<file path="config.mk">
export PLATFORM = sky130hd
export DESIGN_NAME = usb_in_arbiter
export DESIGN_NICKNAME = d
export VERILOG_FILES = /design/src/rtl/usb_in_arb_pkg.sv /design/src/rtl/usb_in_arbiter_rr_arb2.sv /design/src/rtl/usb_in_arbiter.sv
export SDC_FILE = /design/constraint.sdc
export NUM_CORES = 1
export LEC_CHECK = 0
export CORE_MARGIN = 8
export CORE_UTILIZATION = 35
export DETAILED_ROUTE_END_ITERATION = 8
export HOLD_SLACK_MARGIN = 0.15
export MAX_ROUTING_LAYER = met4
export PLACE_DENSITY = 0.66
export SLEW_MARGIN = 20
export SYNTH_ARGS = -nofsm -noshare
export SYNTH_HDL_FRONTEND = slang
export SYNTH_SLANG_ARGS = --single-unit
</file>
<file path="constraint.sdc">
create_clock -name hclk -period 2 [get_ports hclk]
set_clock_uncertainty 0.2 [all_clocks]
set_input_delay 0.4 -clock hclk [delete_from_list [all_inputs] [get_ports hclk]]
set_output_delay 0.4 -clock hclk [all_outputs]
set_load 0.1 [all_outputs]
</file>
<file path="src/rtl/usb_in_arb_pkg.sv">
// Shared types and defaults for the bulk-IN packet arbiter.
package usb_in_arb_pkg;

    localparam int LEN_W_DEF         = 12;
    localparam int MAX_PKT_DEF       = 512;
    localparam int FLUSH_TIMEOUT_DEF = 64;

    // Source identifiers carried on m_tid
    localparam logic TID_DAP    = 1'b0;
    localparam logic TID_STREAM = 1'b1;

    typedef enum logic [1:0] {
        IDLE  = 2'd0,
        XFER0 = 2'd1,
        XFER1 = 2'd2
    } arb_state_e;

    // Force a requested length into the legal range 1..max_len
    function automatic int clamp_len(input int len, input int max_len);
        if (len < 1) begin
            return 1;
        end
        if (len > max_len) begin
            return max_len;
        end
        return len;
    endfunction

endpackage

</file>
<file path="src/rtl/usb_in_arbiter_rr_arb2.sv">
// Two-way round-robin grant; the last winner loses the next tie.
module rr_arb2
    import usb_in_arb_pkg::*;
(
    input  logic       clk,
    input  logic       reset,
    input  logic       en,
    input  logic [1:0] req,
    output logic       gnt_valid,
    output logic       gnt_id
);

    logic last_grant_q;
    logic last_grant_d;

    // Pick the single requester, or the one that did not win last time
    always_comb begin
        gnt_valid = |req;
        gnt_id    = (req == 2'b11) ? ~last_grant_q : req[1];
    end

    // Remember the winner only when the grant is actually taken
    always_comb begin
        last_grant_d = last_grant_q;
        if (en && gnt_valid) begin
            last_grant_d = gnt_id;
        end
    end

    // Reset to the stream id so the DAP source wins the first tie
    always_ff @(posedge clk) begin
        if (reset) begin
            last_grant_q <= TID_STREAM;
        end else begin
            last_grant_q <= last_grant_d;
        end
    end

endmodule

</file>
<file path="src/rtl/usb_in_arbiter.sv">
// Packet-atomic arbiter sharing the WinUSB bulk-IN path between the DAP
// response stream and the trace byte FIFO, which is chunked into packets.
module usb_in_arbiter
    import usb_in_arb_pkg::*;
#(
    parameter int MAX_PKT       = MAX_PKT_DEF,
    parameter int LEN_W         = LEN_W_DEF,
    parameter int FLUSH_TIMEOUT = FLUSH_TIMEOUT_DEF
) (
    input  logic             hclk,
    input  logic             reset,
    input  logic             enable,
    input  logic             s0_tvalid,
    output logic             s0_tready,
    input  logic [7:0]       s0_tdata,
    input  logic [LEN_W-1:0] s0_tlen,
    input  logic             s1_tvalid,
    output logic             s1_tready,
    input  logic [7:0]       s1_tdata,
    input  logic [LEN_W-1:0] s1_count,
    output logic             m_tvalid,
    input  logic             m_tready,
    output logic [7:0]       m_tdata,
    output logic [LEN_W-1:0] m_tlen,
    output logic             m_tlast,
    output logic             m_tid,
    output logic             busy,
    output logic             err_len
);

    localparam int               TMR_W   = $clog2(FLUSH_TIMEOUT + 1);
    localparam logic [LEN_W-1:0] MAX_LEN = LEN_W'(MAX_PKT);
    localparam logic [TMR_W-1:0] TMR_MAX = TMR_W'(FLUSH_TIMEOUT);

    arb_state_e       state_q, state_d;
    logic [LEN_W-1:0] len_q, len_d;
    logic [LEN_W-1:0] rem_q, rem_d;
    logic             tid_q, tid_d;
    logic             err_len_q, err_len_d;
    logic [TMR_W-1:0] timer_q, timer_d;

    logic [1:0]       req;
    logic             gnt_valid;
    logic             gnt_id;
    logic             idle;
    logic             grant;
    logic             m_hs;
    logic [LEN_W-1:0] s0_len_clamped;
    logic [LEN_W-1:0] s1_len_clamped;
    logic             s0_len_bad;

    assign idle  = (state_q == IDLE);
    assign grant = idle & gnt_valid;
    assign m_hs  = m_tvalid & m_tready;

    // Requests: DAP whenever it has data, stream only for a full chunk or after timeout
    always_comb begin
        req[0] = enable & s0_tvalid;
        req[1] = enable & (s1_count != '0) & ((s1_count >= MAX_LEN) | (timer_q == TMR_MAX));
    end

    rr_arb2 u_rr_arb2 (
        .clk       (hclk),
        .reset     (reset),
        .en        (idle),
        .req       (req),
        .gnt_valid (gnt_valid),
        .gnt_id    (gnt_id)
    );

    // Packet lengths as they would be latched at grant time
    always_comb begin
        s0_len_clamped = LEN_W'(clamp_len(int'(s0_tlen), MAX_PKT));
        s0_len_bad     = (s0_tlen == '0) | (s0_tlen > MAX_LEN);
        s1_len_clamped = (s1_count >= MAX_LEN) ? MAX_LEN : s1_count;
    end

    // Route the granted source onto the USB side; the other source is held off
    always_comb begin
        m_tvalid  = 1'b0;
        m_tdata   = 8'h00;
        s0_tready = 1'b0;
        s1_tready = 1'b0;
        case (state_q)
            XFER0: begin
                m_tvalid  = s0_tvalid;
                m_tdata   = s0_tdata;
                s0_tready = m_tready;
            end
            XFER1: begin
                m_tvalid  = s1_tvalid;
                m_tdata   = s1_tdata;
                s1_tready = m_tready;
            end
            default: begin
            end
        endcase
    end

    // Grant latching in IDLE, byte countdown while a packet is in flight
    always_comb begin
        state_d   = state_q;
        len_d     = len_q;
        rem_d     = rem_q;
        tid_d     = tid_q;
        err_len_d = err_len_q;
        if (grant) begin
            tid_d = gnt_id;
            if (gnt_id == TID_DAP) begin
                len_d     = s0_len_clamped;
                err_len_d = err_len_q | s0_len_bad;
                state_d   = XFER0;
            end else begin
                len_d   = s1_len_clamped;
                state_d = XFER1;
            end
            rem_d = len_d;
        end else if (!idle && m_hs) begin
            rem_d = rem_q - 1'b1;
            if (rem_q == LEN_W'(1)) begin
                state_d = IDLE;
            end
        end
    end

    // Flush timer: ages pending stream data, frozen while a stream packet runs
    always_comb begin
        timer_d = timer_q;
        if ((s1_count == '0) || (grant && (gnt_id == TID_STREAM))) begin
            timer_d = '0;
        end else if ((state_q != XFER1) && (timer_q != TMR_MAX)) begin
            timer_d = timer_q + 1'b1;
        end
    end

    // State and packet registers; reset drops any partial packet
    always_ff @(posedge hclk) begin
        if (reset) begin
            state_q   <= IDLE;
            len_q     <= '0;
            rem_q     <= '0;
            tid_q     <= 1'b0;
            err_len_q <= 1'b0;
            timer_q   <= '0;
        end else begin
            state_q   <= state_d;
            len_q     <= len_d;
            rem_q     <= rem_d;
            tid_q     <= tid_d;
            err_len_q <= err_len_d;
            timer_q   <= timer_d;
        end
    end

    // Registered packet attributes driven straight out
    always_comb begin
        busy    = !idle;
        m_tlen  = len_q;
        m_tid   = tid_q;
        m_tlast = !idle && (rem_q == LEN_W'(1));
        err_len = err_len_q;
    end

endmodule

</file>
; Word-level counts from Yosys, hierarchy flattened
; Index checks and enable logic that the tools add are counted.
[word_totals]
regBits = 36
latchBits = 0
mem_bits_rw = 0
mem_bits_ro = 0
in_bits = 46
out_inout_bits = 27
memories = 0
[classes]
n_addsub = 2
multipliers = 0
div = 0
n_lt_le_gt_ge = 4
n_eq_ne = 7
n_shift = 0
n_mux = 20
bitwise = 10
reduce_logical = 17
[op_table]
columns = op, count
row1 = two-way mux 12 bit, 6
row2 = "> comparator 12 x 10 -> 1 bit, second input constant", 2
row3 = logical NOT 12 bit, 2
row4 = one-hot mux 8 bit (2 select lines), 1
row5 = "== test 12 x 1 -> 1 bit, second input constant", 1
row6 = ">= comparator 12 x 10 -> 1 bit, second input constant", 1
row7 = "< comparator 12 x 1 -> 1 bit, second input constant", 1
row8 = nonzero test 12 bit, 1
row9 = "subtractor 12 x 1 -> 12 bit, second input constant", 1
row10 = two-way mux 10 bit, 1
row11 = two-way mux 2 bit, 4
row12 = "adder 7 x 1 -> 7 bit, second input constant", 1
row13 = "== test 7 bit, second input constant", 1
row14 = two-way mux 1 bit, 7
row15 = "!= test 7 bit, second input constant", 1
row16 = AND 1 bit, 5
row17 = logical AND 1 bit, 5
row18 = "== test 2 bit, second input constant", 2
row19 = AND reduction 2 bit, 2
row20 = nonzero test 2 bit, 2
row21 = OR reduction 2 bit, 2
row22 = OR 1 bit, 3
row23 = "== test 2 x 1 -> 1 bit, second input constant", 1
row24 = logical NOT 2 bit, 1
row25 = other kinds (5), 6

; Logic depth before layout (Yosys ltp)
; Gate-level depths: netlist (run 1).
[depth]
depth_word = 8
ltp_mapped = 9

; Hierarchy
; Synthesis (run 1) repeated with hierarchy kept, for this count alone.
[hier_totals]
hier_cells = 243
area_unflattened_um2 = 2030.7
[modules_own_cells]
columns = mod, instances, cells_per_inst, area_per_inst_um2, seq_area_each_um2
row1 = usb_in_arbiter, 1, 237, 1974.4, 700.7
row2 = rr_arb2, 1, 6, 56.3, 20.0

; Worst setup path before layout (run 1)
; No wires, ideal clock.
[synth_timing]
path_type = register to output
startpoint = reg state_q[0]
endpoint = out m_tlast
arrival_ps = 2361
required_ps = 1400
path_slack_ps = -961
path_stages_with_launch = 5
cell_sequence = dfxtp_1 -> inv_1 -> ha_1 -> inv_1 -> and4_1
[synth_between]
elab_chain_cells = 3
[synth_lines]
columns = item, line_no
row1 = start: declaration, usb_in_arbiter.sv:35  ; arb_state_e state_q, state_d;
row2 = start signal: assignment, usb_in_arbiter.sv:146  ; state_q <= state_d;
row3 = logical NOT 2 bit, usb_in_arbiter.sv:52  ; assign idle = (state_q == IDLE);
row4 = logical NOT 1 bit, --
row5 = via busy, usb_in_arbiter.sv:27  ; output logic busy,
row6 = logical AND 1 bit, usb_in_arbiter.sv:160  ; m_tlast = !idle && (rem_q == LEN_W'(1));
row7 = end: declaration, usb_in_arbiter.sv:25  ; output logic m_tlast,
; The timed path passes the listed nets, and every way through them passes these cells.

; Final worst setup path (run 1)
[layout_timing]
startpoint = reg rem_q[7]
endpoint = out m_tlast
[layout_between]
elab_chain_cells = 2
[layout_lines]
columns = item, line_no
row1 = start: declaration, usb_in_arbiter.sv:37  ; logic [LEN_W-1:0] rem_q, rem_d;
row2 = start signal: assignment, usb_in_arbiter.sv:148  ; rem_q <= rem_d;
row3 = == test 12 x 1 -> 1 bit, usb_in_arbiter.sv:160
row4 = logical AND 1 bit, usb_in_arbiter.sv:160
; Every way passes these cells.

==> results of run 1 <==
==> area by class of cell <==
class | count | share of cell area (%)
clock buffer | 5 | 1.40
clock inverter | 3 | 0.381
inverter | 8 | 0.788
multi-input combinational | 221 | 39.8
sequential | 36 | 15.0
tap | 77 | 1.96
timing repair buffer | 185 | 40.7
==> per-layer routing <==
layer / vias to the layer above / track usage (%)
met5: - / -
met4: 0 / 6.79
met3: 40 / 2.81
met2: 171 / 33.3
met1: 1477 / 25.0
li1: 1388 / -
==> worst min-delay path, stage by stage <==
cell and delay, ps:
dlymetal6s2s_1 120, buf_4 130, nand2_2 50, nand2_1 50
==> cell usage after synthesis, types with 2 or more instances <==
master    number  share of area, %
dfxtp_1       36                32
nand2_1       34               5.7
nor2_1        25               4.2
nor3_1        12               2.7
a22oi_1       11               3.7
nand4_1       11               3.1
a21oi_1       10               2.2
nor2b_1       10               2.8
nand3_1        9               2.0
o21ai_0        9               2.0
inv_1          8               1.3
a32oi_1        7               2.7
ha_1           7               3.9
xor2_1         7               2.7
a311oi_1       5               1.9
and2_1         5               1.4
clkbuf_1       5              0.83
nor4_1         5               1.4
xnor2_1        5               1.9
a211oi_1       4               1.3
o21a_1         4               1.3
or3_1          3              0.83
a211o_1        2              0.78
a21o_1         2              0.67
a31oi_1        2              0.56
and3_2         2              0.67
o211ai_1       2              0.67
o31a_1         2              0.78
or4_4          2               1.0
==> flip-flops by register name (all words and copies together), names as in the netlist <==
signal and flops:
m_tlen 12, m_tid 1, rem_q 12, state_q 2, u_rr_arb2.last_grant_q 1, timer_q 7
err_len 1
==> worst paths after layout <==
| path | startpoint | to | slack (ps) | cells past startpoint |
|---|---|---|---|---|
| worst max-delay path | rem_q[7]$_SDFFE_PP0P_ | m_tlast | -290 | 4 |
| worst min-delay path | s1_count[5] | m_tlen[5]$_SDFFE_PP0P_ | 290 | 4 |
| worst max register to register | timer_q[3]$_SDFFE_PP0P_ | rem_q[5]$_SDFFE_PP0P_ | -280 | 5 |
| worst min register to register | m_tid$_SDFFE_PP0P_ | m_tid$_SDFFE_PP0P_ | 310 | 2 |
==> per-stage QoR <==
step	hold slack (ps)	total power, uW
floorplan	260	1370
global placement	276	1840
detailed placement	300	1850
CTS	310	2480
global route	308	2770
finish	291	2660
==> repair_timing <==
item,CTS,global route
cloned,3,1
buffers inserted,14,16
resized for setup,65,86
setup endpoints to repair,48,47
pin swaps,28,40
==> cell families after synthesis <==
logic type      share of synthesized area [%]
flops                                    32.0
buf+inv                                  4.78
compound gates                           22.8
mux                                     0.445
xor+xnor                                 4.67
simple gates                             31.4
fa+ha+maj                                3.89
==> power by group through the flow <==
stage	Sequential, uW	Clock, uW	Combinational (uW)
global placement	814	0	1030
global route	814	583	1370
CTS	805	538	1130
floorplan	876	0	498
finish	809	540	1320
detailed placement	816	0	1040
==> summary by stage, run 1 <==
Outcome
The flow ran to the end, but the final reports show violations. The final reports fail on setup timing.

Pwr
The internal power of the cells totals 1640 uW. For this design the static power due to leakage is 0.00205 uW. Net switching is 38.4% of the power. Summed over all nets, the switching power comes to 1020 uW.

The share of total power dissipated in combinational logic is 49.4%. The worst-case vdd ir drop is 0.398 mV. In this run the power density over the cells is 541 nW/um2.

The sequential cell fraction of total power is 30.4%. Of the total power, the clock network draws 20.3%.

Layout
The total area of multi-input combinational cells is 1960 um2. The total of fill cells in the finished design is 377. The net count reported at finish is 510. The area growth from synthesis to layout is 119%.

The area taken by flip-flops and latches is 738 um2. The number of diodes is 0. The finished cells cover 4920 um2. The most common library cell in the layout ignoring fill and taps is buf_4. The final cell utilization of the core is 78.4%. The share of cells above drive strength 1 is 54.6%. The final standard cell count with taps included and fillers excluded is 535. In the layout the commonest cells are 87 x buf_4, 32 x buf_12, 30 x dfxtp_1.

Timing
The number of max-slew violations in the final report is 0. Static timing analysis puts the maximum clock frequency at 437 MHz. For the finished layout, the period the worst path requires is 2290 ps. Setup repair after global routing could not meet its margin everywhere. The slew at the pin closest to its max-slew limit is 415 ps. The max-slew headroom at the worst pin is 72.1%.

The number of hold violations in the final report is 0. The post-route worst setup slack is -287 ps. After layout, the worst path uses 114% of the clock period. The setup violation total in the final timing report is 42. In the final timing run, aggregate negative setup slack is -5810 ps.

Synthesis
After synthesis the netlist holds a flip-flop and latch count of 36. The post-synthesis async set-or-reset flop share is 0%. The sequential-to-total area share from yosys stat is 32.0%. Yosys printed 0 warnings. The number of flops mapped to enable cells by yosys is 0. Each instance of the synthesized netlist takes up on average 8.16 um2.

The post-synthesis cell type count is 59. The most used flip-flop cell after synthesis is dfxtp_1. The net count of the mapped netlist is 329.

The cell area after synthesis is 2250 um2. The gate count after technology mapping is 276.

Flow run
The count of max-cap constraint violations is 0.

Detailed routing
The number of nets with antenna violations after detailed routing is 0. The detailed router placed 3076 vias in this run. The first routing iteration left 283 violations.

The DRC violation count after routing is 0. The wire length on met1 is 4.29 mm. The routed design uses 5.57 mm of met2 wire.

The first TritonRoute pass finished after 5 iterations. Wire segments on met3 add up to 700 um in the final route. The total wire length is 11.0 mm.

The per-cell via count in the routed design is 5.75. The routed wire length per instance is 20.5 um. The highest routed metal layer is met4.

Floorplanning
The I/O pin count is 73. The total area inside the core boundary comes to 6280 um2. In this run the core area contains 29 standard-cell rows. The die is 96.2 um tall. The die outline width is 96.2 um. Once the floorplan was initialized, standard cells occupied 35.9% of the core. The die area is 9250 um2.

Worst setup path
For this design, the slowest cell found on the critical path is or4_4. The worst setup path is captured at an output port. The count of buffering cells on the critical path with inverters included is 1.

The signal on the critical path passes through or4_4, nor2_4, and4_4, buf_12. The setup path with the least slack is of type reg2out. At the worst endpoint, the required time is 1400 ps. In this run the worst path has a maximum fanout of 2. STA classifies the critical path startpoint as a flop.

The arrival time reported for the critical path endpoint is 1690 ps. The top cell family by delay on the critical path is simple AND/OR/NAND/NOR gates. The longest individual stage delay on the worst path is 560 ps.

Min path
The path class of the tightest hold or removal check is in2reg.

Global route
The largest net degree at the start of global routing is 13. The initial antenna violation count is 0. The all-layer global routing usage is 20.3%.

For this run the aggregate overflow at the end of global routing stands at 0. The first-pass GRT wire length is 14.3 mm. The number of global-route vias before repair came to 2919.

Clocking
In this run the number of H-tree levels came out at 2. The number of sinks handled by clock tree synthesis is 36. The clock-pin transition on the worst setup and hold timing paths is 80 ps. In this run the deepest clock path goes through 2 buffers. At the later pin of the worst-skew pair, clock insertion delay measures 300 ps. Clock tree synthesis inserted a total of 5 buffers. The root buffer selected by CTS is clkbuf_8. TritonCTS built the clock tree. The number of hold-repair buffers added at the cts stage is 0.

Place
The port buffer count is 72. The instance area after placement is 4030 um2. Once detailed placement completed, the half-perimeter wirelength came to 6.62 mm.

At the placement stage, the worst setup path has a slack of -704 ps. The number of placed instances, taps included, is 494. The final estimated routing congestion in global placement is 0.912.
Power figures use the tool's default switching activity.
==> run 2, diff against run 1 <==
--- a/config.mk
+++ b/config.mk
@@ -6,11 +6,11 @@
 export NUM_CORES = 1
 export LEC_CHECK = 0
 export CORE_MARGIN = 8
-export CORE_UTILIZATION = 35
+export CORE_UTILIZATION = 30
+export CTS_CLUSTER_SIZE = 14
 export DETAILED_ROUTE_END_ITERATION = 8
 export HOLD_SLACK_MARGIN = 0.15
 export MAX_ROUTING_LAYER = met4
-export PLACE_DENSITY = 0.66
 export SLEW_MARGIN = 20
 export SYNTH_ARGS = -nofsm -noshare
 export SYNTH_HDL_FRONTEND = slang
==> summary by stage, run 2 (synthesis results as in run 1) <==
Outcome
The flow ran to the end, but the final reports show violations. The final reports fail on setup timing.

Worst setup path
The largest fanout on the critical path is 7 (+5). The worst setup path is launched from a flop. By instance count, the cell type seen most on the critical path is buf_4.

Grouping stages by cell kind, the critical path spends the most delay in simple AND/OR/NAND/NOR gates. The arrival time reported for the critical path endpoint is 2330 ps (+640 ps). The worst setup path is of the reg2reg kind. The kind of end point of the critical path is a flop. Traced cell by cell, the critical path runs through buf_6, or4_4, buf_4, buf_6, nor3_4, buf_4, a21oi_1, buf_4, a32oi_1, nand2_1.

The count of buffering cells on the critical path with inverters included is 5 (+4). The longest individual stage delay on the worst path is 530 ps (-30 ps). The cell with the biggest individual delay on the critical path is or4_4.

The endpoint required time on the critical path is 1970 ps (+570 ps).

Timing
The time the final worst path needs with I/O delays and setup is 2360 ps (+72.4 ps). The highest attainable clock frequency came to 424 MHz (-3.1%). The max-slew headroom at the worst pin is 75.1% (+3.0 points).

The number of max-slew violations in the final report is 0 (unchanged). Setup repair after global routing could not meet its margin everywhere. The setup violation total in the final timing report came to 38 (-9.5%).

The post-route worst setup slack is -360 ps (-72.4 ps). The number of hold violations in the final report came to 0 (unchanged). The slew at the pin closest to its max-slew limit came to 370 ps (-45.1 ps).

The period utilization is 118% (+3.6 points).

Global route
The all-layer global routing usage came to 17.8% (-2.5 points). The remaining global-route overflow is 0 (unchanged). The met3 usage in global routing is 1.82% (-0.99 points).

The met2 usage is 30.2% (-3.1 points). The initial antenna violation count was 0 (unchanged). The largest net degree at the start of global routing is 13 (unchanged).

The number of global-route vias before repair was 3003 (+2.9%). The first-pass GRT wire length came to 14.5 mm (+1.1%). The highest-utilization routing layer at the global route stage is met2. The global-route met1 utilization is 21.9% (-3.1 points).

Pwr
The power density over cell area is 537 nW/um2 (-0.73%). The worst-case vdd ir drop was 0.307 mV (-23%). The static leakage was 0.00194 uW (-5.4%).

Detailed routing
The count of TritonRoute iterations in the first routing pass is 4 (-1). The number of nets with antenna violations after detailed routing is 0 (unchanged). The DRC violation count after routing is 0 (unchanged). The routed wire length per instance was 16.5 um (-20%). The via count of the routed design is 2849 (-7.4%). The DRC marker count from the first detailed-route iteration was 155 (-45%). The total wire length is 9.14 mm (-17%). The per-cell via count in the routed design is 5.14 (-11%).

Floorplanning
The die outline width was 103 um (+6.7%). The placeable core area is 7250 um2 (+16%). The die area is 10500 um2 (+14%). The die height was 103 um (+6.7%). The initial core utilization came to 31.0% (-4.8 points). The I/O pin count was 73 (unchanged). The site row count is 31 (+6.9%).

Place
The port buffer count came to 72 (unchanged). The post-placement cell count is 520 (+5.3%). The instance area after placement came to 4100 um2 (+1.7%). The post-DP HPWL is 6.86 mm (+3.7%). The final estimated routing congestion in global placement is 0.966 (+6.0%).

Layout
The final cell utilization of the core came to 64.8% (-14 points). The share of cells above drive strength 1 was 48.8% (-5.8 points). The number of diodes was 0 (unchanged). The net count reported at finish was 508 (-0.39%). From synthesis to final layout, the design area changed by 109%. The most common library cell in the layout ignoring fill and taps is buf_4. Leaving out fill and tap cells, the most frequent cells in the layout are 86 x buf_4, 34 x buf_12, 31 x dfxtp_1. The post-route standard cell area excluding fillers is 4700 um2 (-4.6%). The final standard cell count with taps included and fillers excluded is 554 (+3.6%).

Clocking
The maximum root-to-sink buffer count is 2 (unchanged). The CTS tree is done. The insertion delay of the later-clocked pin in the worst-skew pair was 290 ps (about the same).

The number of sinks handled by clock tree synthesis was 36 (unchanged). The clock-pin transition on the worst setup and hold timing paths is 70 ps (about the same). The deepest level of the CTS H-tree is 2 (unchanged). The number of hold-repair buffers added at the cts stage is 0 (unchanged).

The total CTS buffers is 5 (unchanged). The root buffer selected by CTS is clkbuf_8.

Min path
The path type of the worst min-delay path is reg2reg.

Flow run
The count of max-cap constraint violations is 0 (unchanged).
## run 2: cell count changes in the layout (fill, tap and decap cells not counted), moves of 4 or more
| cell | change |
|---|---|
| dlygate4sd2_1 | +5 |
| nor2_4 | -7 |
| dlymetal6s2s_1 | -6 |
| a21oi_1 | +5 |
| a21oi_2 | -4 |
| nor2_1 | +8 |
## run 2: final timing paths
check                     startpoint  slack [ps]                     end  cells after the start
min reg2reg       m_tid$_SDFFE_PP0P_         290      m_tid$_SDFFE_PP0P_                      2
min               m_tid$_SDFFE_PP0P_         290      m_tid$_SDFFE_PP0P_                      2
max          timer_q[2]$_SDFFE_PP0P_        -360  m_tlen[2]$_SDFFE_PP0P_                     10
max reg2reg  timer_q[2]$_SDFFE_PP0P_        -360  m_tlen[2]$_SDFFE_PP0P_                     10
## run 2: layout make-up
class	instances	area, um2
well taps	99	124
clock inverters	1	5.00
multi-input cells	221	1760
fillers	624	2560
repair buffers	183	1970
clock buffers	6	72.6
flip-flops and latches	36	729
inverters	8	36.3
## run 2: tightest hold or removal path, stage by stage (launching register included)
cell and delay [ps]:
dfxtp_1 340, nand2_1 60, a21oi_1 50
## run 2: repair_timing
| item | CTS | global route |
|---|---|---|
| pin swaps | 29 | 13 |
| setup endpoints to repair | 49 | 48 |
| endpoints found under the hold margin | 0 | 0 |
| cloned | 2 | 0 |
| resized for setup | 88 | 12 |
| setup buffers | 19 | 7 |
## run 2: where the power goes
group          internal (uW)  switching [uW]  total, uW
clock network            237             257        494
logic                    618             606       1220
registers                762            43.1        805
total                   1620             906       2520
## run 2: through the flow
stage / total power, uW / worst slack [ps] / hold slack (ps) / setup TNS (ps)
2_1_floorplan: 1370 / -233 / 260 / -4230
3_3_place_gp: 1850 / -619 / 282 / -20350
3_5_place_dp: 1870 / -709 / 288 / -21220
4_1_cts: 2480 / -331 / 298 / -5760
5_1_grt: 2640 / -429 / 330 / -10470
6_report: 2520 / -360 / 290 / -6250
## run 2: metal layers
metal | part of all wire (%) | vias to the layer above
li1 | - | 1386
met1 | 45 | 1388
met2 | 52 | 62
met3 | 2.4 | 13
met4 | 1.5 | 0
met5 | 0 | -
==> patch 1, RTL diff (settings of run 2) <==
Set the package constant `LEN_W_DEF` to 14 (it was 12).
--- a/src/rtl/usb_in_arb_pkg.sv
+++ b/src/rtl/usb_in_arb_pkg.sv
@@ -3,3 +3,3 @@
 
-    localparam int LEN_W_DEF         = 12;
+    localparam int LEN_W_DEF         = 14;
     localparam int MAX_PKT_DEF       = 512;
Interface: changed (resized m_tlen, s0_tlen and s1_count); port bits go from 73 to 79. No check against the original RTL was run, so the function may have changed too.
==> patch 1 against run 2 <==
The run still ends with negative setup slack left. Critical path type unchanged. Sequential cell count increased by 4. Largest power group unchanged. Critical endpoint is now m_tlen[7]. Worst setup slack worse by 89 ps. Power grew 12%. Sequential share of layout area about the same. Sequential power up 9.6%. Largest cell class unchanged. Utilization increased by 4.0 points. Final area increased by 11%. Area after synthesis increased by 3.2%. Routed wire length up 14%.
==> patch 1: results (changes against run 2) <==
The run finished, with violations left. The synthesis-to-finish area growth came out at 125%. The worst path setup slack after routing is -449 ps (-89.4 ps). The worst-case setup slack after placement came out at -972 ps (-263 ps). The share of the yosys chip area belonging to registers is 0.345 (+0.0246).

The amount of wire on met2 after detailed routing came out at 5430 um (+15%). The switching power summed over all nets is 1.07 mW (+18%). The via density per instance came out at 5.37 (+4.5%). The checks that failed: negative setup slack. The setup TNS was -10,320 ps (-4070 ps). The routed wire length per instance is 18.3 um (+11%). The global routing met1 resource utilization is 0.192 (-0.0273). The area of placed instances came out at 0.00431 mm2 (+4.9%). The number of library cell types mapped by synthesis came out at 49 (-17%).

The number of buffers inserted by post-CTS setup repair came out at 18 (-1). The routed metal-1 wire length is 3980 um (-2.4%). The largest vdd supply drop is 0.246 mV (-20%).

The HPWL reported at the end of detailed placement is 7320 um (+6.8%). The headroom to the max-slew limit came to 0.730 (-0.0209). By count the netlist is led by sky130_fd_sc_hd__dfxtp_1 (40), sky130_fd_sc_hd__nand2_1 (29), sky130_fd_sc_hd__nor2_1 (28).

The wire length of the first global-routing pass came out at 15,600 um (+7.9%). The post-layout net count came out at 526 (+3.5%). The global routing usage summed across all routing layers was 0.180 (+0.00115). The met3 capacity usage during global routing came out at 0.0397 (+0.0214).

Ranked by total cell area, the synthesized netlist is headed by sky130_fd_sc_hd__dfxtp_1 (34%), sky130_fd_sc_hd__a22oi_1 (6.5%), sky130_fd_sc_hd__nand2_1 (4.7%). The fraction of met2 tracks used by global routing came to 0.324 (+0.0223). The fraction of layout cells with a size suffix above 1 came out at 0.601 (+0.113). The fraction of power consumed by combinational cells came out at 0.495 (+0.010). The met3 wirelength from detailed routing is 749 um (+240%).

The setup violation total in the final timing report is 50 (+32%). The arrival time at the worst endpoint is 2470 ps (+140 ps). The net switching fraction of the power is 0.379 (+0.0196). The initial DRC count came out at 171 (+10%).

The instance count of the mapped netlist came out at 283 (+2.5%).
-- patch 1: final timing paths --
| check | endpoint | slack [ps] | cells after the start | from |
|---|---|---|---|---|
| max | m_tlen[7] | -450 | 8 | timer_q[5] |
| min | m_tlen[3] | 280 | 4 | s0_tlen[3] |
| max reg2reg | m_tlen[7] | -450 | 8 | timer_q[5] |
| min reg2reg | u_rr_arb2.last_grant_q | 300 | 2 | u_rr_arb2.last_grant_q |
-- patch 1: kinds of logic (layout without fill, tap and decap cells) --
family                     Yosys count  count (layout)  synth area share
and+or+nand+nor                    125             125             0.298
AOI/OAI and AO/OA                   76              76             0.238
DFF                                 40              40             0.345
buffers and inverters               27             213            0.0512
xor gates and xnor gates             8               8            0.0302
adders and majority gates            7               7            0.0377
-- patch 1: final cells by class --
type / count / share of cell area
Timing Repair Buffer: 191 / 0.398
Sequential cell: 40 / 0.155
Clock buffer: 5 / 0.0132
Inverter: 15 / 0.0117
Multi-Input combinational cell: 216 / 0.395
Clock inverter: 2 / 0.00239
Tap cell: 102 / 0.0244
==> patch 2, RTL diff (flow settings as in run 2) <==
Made on the original files. Register the output `err_len`, with the module's reset; this adds one clock of latency there. The other outputs are not delayed to match.
--- a/src/rtl/usb_in_arbiter.sv
+++ b/src/rtl/usb_in_arbiter.sv
@@ -33,2 +33,4 @@
     localparam logic [TMR_W-1:0] TMR_MAX = TMR_W'(FLUSH_TIMEOUT);
+
+    logic err_len_c;
 
@@ -160,3 +162,11 @@
         m_tlast = !idle && (rem_q == LEN_W'(1));
-        err_len = err_len_q;
+        err_len_c = err_len_q;
+    end
+
+    always_ff @(posedge hclk) begin
+        if (reset) begin
+            err_len <= '0;
+        end else begin
+            err_len <= err_len_c;
+        end
     end
Function: changed (Yosys sat finds a counterexample within 4 cycles, from zero or initial values and one cycle with reset high).
==> patch 2 against run 2 <==
Critical path type is now flip-flop to primary output. The run still ends with negative setup slack left. Routed wire length is 6.2% higher. Power rose by 8.3%. Highest routed layer unchanged. Area after synthesis is 5.9% lower. Worst setup slack got worse by 11 ps. Count of clock-buffer cells in the layout increased by 1. Final area rose by 3.9%. Sequential cell count up 1.
==> patch 2: results (changes against run 2) <==
The number of global-route vias before repair is 2,944 (-2.0%). The setup violation total in the final timing report is 46 (+21%). The startpoint of the worst register-to-register path is timer_q[0].

The post-synth net total is 314 (-4.6%). The fraction of layout cells with a size suffix above 1 came out at 0.600 (+0.112). In the synthesized netlist, the cells that appear most often are sky130_fd_sc_hd__dfxtp_1 (37), sky130_fd_sc_hd__nor2_1 (29), sky130_fd_sc_hd__nand2_1 (27).

For hold timing, the worst endpoint is m_tlen[7]. The worst setup path is captured at a primary output. The amount of wire on met2 after detailed routing is 4830 um (+2.5%).

The static leakage came out at 1.97 nW (+1.8%). The area of placed instances is 0.00392 mm2 (-4.4%). The overall via count from detail_route came out at 2,838 (-0.39%). The HPWL reported at the end of detailed placement came out at 6170 um (-10%). The run finished, with violations left. The routed metal-1 wire length is 4120 um (+1.1%). The number of clock buffers in the layout is 7 (+1).

The fraction of power consumed by combinational cells came out at 0.444 (-0.041). The largest net degree at the start of global routing was 20 (+7). The total non-filler cell area in the finished layout is 0.00488 mm2 (+3.9%). The global routing met1 resource utilization came out at 0.222 (+0.00290). The global routing usage summed across all routing layers came to 0.191 (+0.0122). The worst hold path begins at s0_tlen[7].

The depth of the most critical reg-to-reg path came to 8 (-2). The wire length of the first global-routing pass came out at 15,000 um (+3.2%). The number of cells on the worst hold path is 3 (+1). The setup TNS came out at -6850 ps (-596 ps).

The worst path setup slack after routing is -371 ps (-11.4 ps). The final reports fail on negative setup slack. The average size of a mapped cell is 8.11 um2 (-0.54%).

The met3 capacity usage during global routing is 0.0325 (+0.0143). The area of the multi-input gates is 0.00189 mm2 (+7.1%). The headroom to the max-slew limit is 0.778 (+0.0264). The initial DRC count is 208 (+34%). The non-clock inverter total of the final layout came out at 13 (+5). The worst-case setup slack after placement is -949 ps (-240 ps). The met3 wirelength from detailed routing is 505 um (+130%).

The die width came to 100 um (-2.5%). The number of cells in the finished layout apart from fillers is 543 (-2.0%). The total placed cells including tap cells is 502 (-3.5%). The portion of the layout cell area used by clock cells is 0.0238 (+0.00732).

The routed wire length per instance came out at 17.9 um (+8.3%). The filler cell count came out at 490 (-21%). The number of library cell types mapped by synthesis came out at 61 (+3.4%). The number of multi-input combinational cells in the layout is 204 (-7.7%).
[patch 2: changes by cell type after synthesis, moves of 4 or more]
cell,before,now
sky130_fd_sc_hd__a31oi_1,2,9
sky130_fd_sc_hd__nand2_1,34,27
sky130_fd_sc_hd__a32oi_1,7,1
sky130_fd_sc_hd__and3_1,1,7
sky130_fd_sc_hd__a21oi_1,10,15
sky130_fd_sc_hd__inv_1,8,13
sky130_fd_sc_hd__nand4_1,11,6
sky130_fd_sc_hd__nor3_1,12,7
sky130_fd_sc_hd__a311oi_1,5,1
sky130_fd_sc_hd__nand3_1,9,5
sky130_fd_sc_hd__nor2_1,25,29
[patch 2: cell families after synthesis]
kind of cell / count (synthesis) / share of synthesized area
and+or+nand+nor: 120 / 0.305
AOI/OAI and AO/OA: 67 / 0.221
DFF: 37 / 0.350
buffers and inverters: 21 / 0.0449
xor gates and xnor gates: 8 / 0.0331
adders and majority gates: 7 / 0.0414
muxes: 1 / 0.00473
